--- config.mk ---
export PLATFORM = sky130hd
export DESIGN_NAME = req_encoder_8to3
export DESIGN_NICKNAME = d
export VERILOG_FILES = /design/src/rtl/req_encoder_8to3.sv
export SDC_FILE = /design/constraint.sdc
export NUM_CORES = 1
export LEC_CHECK = 0
export ABC_CLOCK_PERIOD_IN_PS = 1400
export CAP_MARGIN = 20
export CORE_MARGIN = 4
export CORE_UTILIZATION = 30
export CTS_CLUSTER_SIZE = 10
export DETAILED_ROUTE_END_ITERATION = 16
export GPL_ROUTABILITY_DRIVEN = 0
export GPL_TIMING_DRIVEN = 0
export PLACE_DENSITY_LB_ADDON = 0.25
export SLEW_MARGIN = 20
export SYNTH_ARGS = -nofsm -noshare
export SYNTH_HDL_FRONTEND = slang
export SYNTH_SLANG_ARGS = --single-unit
--- constraint.sdc ---
create_clock -name clk -period 1.4 [get_ports clk]
set_input_delay 0.21 -clock clk [delete_from_list [all_inputs] [get_ports clk]]
set_output_delay 0.21 -clock clk [all_outputs]
set_load 0.02 [all_outputs]
--- src/rtl/req_encoder_8to3.sv ---
// rtl/req_encoder_8to3.sv - event pulse collector emitting binary line indices over valid/ready
module req_encoder_8to3 #(
    parameter int N           = 8,
    parameter int IDX_W       = 3,
    parameter bit ROUND_ROBIN = 1'b0
) (
    input  logic             clk,
    input  logic             rst_n,
    input  logic [N-1:0]     req_in,
    input  logic             out_ready,
    output logic             out_valid,
    output logic [IDX_W-1:0] out_idx,
    output logic             busy,
    output logic             overrun
);

    logic [N-1:0]     pending_q, pending_d;
    logic             out_valid_q, out_valid_d;
    logic [IDX_W-1:0] out_idx_q, out_idx_d;
    logic             overrun_q, overrun_d;
    logic [IDX_W-1:0] rr_ptr_q, rr_ptr_d;

    logic [IDX_W-1:0] sel_idx;
    logic             load;
    logic [N-1:0]     load_mask;

    // Pick the next pending line from the registered mask only, never from same-cycle req_in.
    always_comb begin
        logic             found;
        logic [IDX_W-1:0] cand;
        sel_idx = '0;
        found   = 1'b0;
        cand    = '0;
        if (ROUND_ROBIN) begin
            // Index arithmetic wraps naturally because N is a power of two; k == N lands on rr_ptr itself.
            for (int k = 1; k <= N; k++) begin
                cand = rr_ptr_q + IDX_W'(k);
                if (!found && pending_q[cand]) begin
                    sel_idx = cand;
                    found   = 1'b1;
                end
            end
        end else begin
            // Scan downward so the lowest set bit is the last to win.
            for (int i = N - 1; i >= 0; i--) begin
                if (pending_q[i]) begin
                    sel_idx = IDX_W'(i);
                end
            end
        end
    end

    // Load/capture/overrun next-state logic.
    always_comb begin
        load        = (!out_valid_q || out_ready) && (|pending_q);
        load_mask   = load ? (N'(1) << sel_idx) : '0;
        pending_d   = (pending_q & ~load_mask) | req_in;
        overrun_d   = overrun_q | (|(req_in & pending_q & ~load_mask));
        out_valid_d = out_valid_q;
        out_idx_d   = out_idx_q;
        rr_ptr_d    = rr_ptr_q;
        if (load) begin
            out_valid_d = 1'b1;
            out_idx_d   = sel_idx;
            rr_ptr_d    = sel_idx;
        end else if (out_ready) begin
            out_valid_d = 1'b0;
        end
    end

    // State registers; reset discards pending and held events and ignores req_in.
    always_ff @(posedge clk) begin
        if (!rst_n) begin
            pending_q   <= '0;
            out_valid_q <= 1'b0;
            out_idx_q   <= '0;
            overrun_q   <= 1'b0;
            rr_ptr_q    <= IDX_W'(N - 1);
        end else begin
            pending_q   <= pending_d;
            out_valid_q <= out_valid_d;
            out_idx_q   <= out_idx_d;
            overrun_q   <= overrun_d;
            rr_ptr_q    <= rr_ptr_d;
        end
    end

    assign out_valid = out_valid_q;
    assign out_idx   = out_idx_q;
    assign overrun   = overrun_q;
    assign busy      = (|pending_q) | out_valid_q;

endmodule

==> run summary <==
Yosys reg bits - 13
WL final - 1650 µm
Ports - 17
Initial DRC count - 9
# DRC - 0
Required time of the critical path - 1190 ps
Final Non-Filler Cells - 125
Measured slew at the worst slew-check pin - 479 ps
Max-slew headroom - 0.681
CP max FO - 5
Skew final - 0.562 ps
Final worst-path cycle share - 1.15
Syn Nets - 82
CTS buffer count - 3
Initial Utilization - 0.331
Post-synthesis mux area share - 0
R2R cell count - 6
Simple-Gate Fraction of Synth Area - 0.247
Reg-to-reg slack, setup - -130 ps
H-tree depth - 1
Mapped Area - 602 µm²
Area growth, synth to finish - 62.2%
Via count - 644
Die Height - 52.8 µm
Synth Area in Adders - 0
Clk_lat worst skew - 260 ps
GRT Residual Overflow - 0
Worst setup path class - flop to primary output
Post-route cell area - 976 µm²
Critical Path End Type - primary output
RSZ-0062 raised after global routing - true
Synth Area per Inst - 8.48 µm²
Max Buffers Root-to-Sink - 2
Die X - 52.8 µm
Placeable core area - 1820 µm²
Diodes inserted - 0
Max-cap viol count - 0
Yosys warns - 0
Arrival @ worst endpoint - 1400 ps
Pwr/cell area - 931 nW/µm²
Worst hold path class - flop to flop
Placed instance count - 112
Port Buffers - 16
Fin. max-slew vios - 0
Hold depth - 2
Clock Sinks - 13
# nets final - 112
Sequential area share after synthesis - 0.432
First-pass GRT wire length - 2710 µm
Worst IR drop on VDD - 0.508 mV
F_max - 622 MHz
Reg clk slew, reported paths - 80 ps
Largest family of logic cells by synthesized area - compound AO/OA/AOI/OAI gates
Root buffer cell - clkbuf_4
Nature of the critical path startpoint - flop
Synth Area in Compound Gates - 0.281
Static Leak - 0.392 nW
Dpl cell area - 797 µm²
Drt pass-1 iters - 4
Period minus WS final - 1610 ps
Row Count - 15
Die area - 2790 µm²
Initial antenna violation count - 0
Unique masters post-synth - 28
Share of cells above drive strength 1 - 0.360
Final hold violation count - 0
CTS tree - done
WL/cell - 13.2 µm
DR vias/cell - 5.15
Synth Instances - 71
Hpwl dp - 1030 µm
Outcome - finished with violations
Largest net degree at the start of global routing - 11
Pre-CTS WS - -562 ps
Violated checks - setup timing
Vias in the first global route - 639
Synth Area in XOR/XNOR - 0
Total GRT Usage - 0.130
Final setup vio count - 3
Setup ws final - -206 ps
Post-route ant nets - 0
## Yosys cell counts, drive strengths merged
master,count,area [µm²]
a2111o,1,11.3
a21o,1,7.51
a21oi,9,45.0
a31o,1,8.76
a31oi,1,6.26
a32oi,1,8.76
a41oi,1,8.76
buf,1,5.00
clkbuf,1,3.75
dfxtp,13,260
inv,4,15.0
nand2,4,17.5
nand2b,1,6.26
nand3,5,30.0
nor2,13,48.8
nor2b,2,12.5
nor4,2,27.5
o211a,1,10.0
o211ai,1,7.51
o21ai,3,15.0
o221a,1,11.3
o31a,1,8.76
o41a,1,11.3
o41ai,1,8.76
or2,1,6.26
## metrics by stage
stage	total power, mW	utilization	hold WS [ps]	setup TNS (ps)
detailed placement	0.631	0.438	448	-1530
CTS	0.904	0.518	458	-301
floorplan	0.548	-	327	0
finish	0.908	0.536	455	-436
global route	0.961	0.536	481	-904
global placement	0.629	0.438	444	-1560
## logic make-up after synthesis
logic type / after synthesis
flip-flops: 13
buffers and inverters: 6
AND/OR/NAND/NOR: 28
AO/OA/AOI/OAI: 24
## repair_timing
item | CTS | global route
pin swaps | 7 | 4
hold buffers | 0 | 0
setup endpoints to repair | 9 | 6
setup buffers | 9 | 1
resized for setup | 28 | 10
## path summary, 6_finish.rpt
kind	from	end
max reg2reg	pending_q[0]$_SDFF_PN0_	overrun$_SDFF_PN0_
min reg2reg	out_idx[1]$_SDFFE_PN0P_	out_idx[1]$_SDFFE_PN0P_
min	out_idx[1]$_SDFFE_PN0P_	out_idx[1]$_SDFFE_PN0P_
max	pending_q[7]$_SDFF_PN0_	busy
## critical path: stages, from the launching register on
cell     delay, ps
dfxtp_2        370
nor4_4         280
nand2_1        110
or2_4          240
buf_6          130
## layer usage
layer  GRT usage  wire length [µm]  vias to the layer above
li1            -                 -                      320
met1       0.164               708                      301
met2       0.209               811                       18
met3      0.0285               110                        5
met4      0.0596                22                        0
met5           0                 0                        -
## sequential cells by signal (all words and copies together), names as in the netlist
name / flops
out_valid: 1
overrun: 1
out_idx: 3
pending_q: 8
## cell usage in the layout (no fill, tap or decap), drive strengths merged
cell type | synthesis | layout
buf | 1 | 11
or2 | 1 | 1
a21o | 1 | 1
clkdlybuf4s50 | 0 | 9
o21ai | 3 | 3
o31a | 1 | 1
nor2 | 13 | 13
nand3 | 5 | 5
o211a | 1 | 1
o41ai | 1 | 1
a31oi | 1 | 1
dlygate4sd2 | 0 | 6
nand2 | 4 | 4
a32oi | 1 | 1
inv | 4 | 4
a2111o | 1 | 1
o41a | 1 | 1
o211ai | 1 | 1
nand2b | 1 | 1
a31o | 1 | 1
a21oi | 9 | 9
o221a | 1 | 1
dfxtp | 13 | 13
nor4 | 2 | 2
clkbuf | 1 | 5
a41oi | 1 | 1
nor2b | 2 | 2
## power by group
| group | switching, mW | total, mW | leakage (nW) | internal (mW) |
|---|---|---|---|---|
| clock | 0.115 | 0.225 | 0.0150 | 0.110 |
| sequential | 0.0374 | 0.438 | 0.112 | 0.401 |
| combinational | 0.115 | 0.245 | 0.266 | 0.130 |
## layout make-up
type | count | area (µm²)
clock buffers | 4 | 26.3
well taps | 25 | 31.3
flip-flops and latches | 13 | 282
repair buffers | 26 | 240
inverters | 4 | 15.0
plain buffers | 1 | 3.75
multi-input cells | 52 | 378
fillers | 174 | 845
No activity file was read; power rests on OpenSTA's default activity.
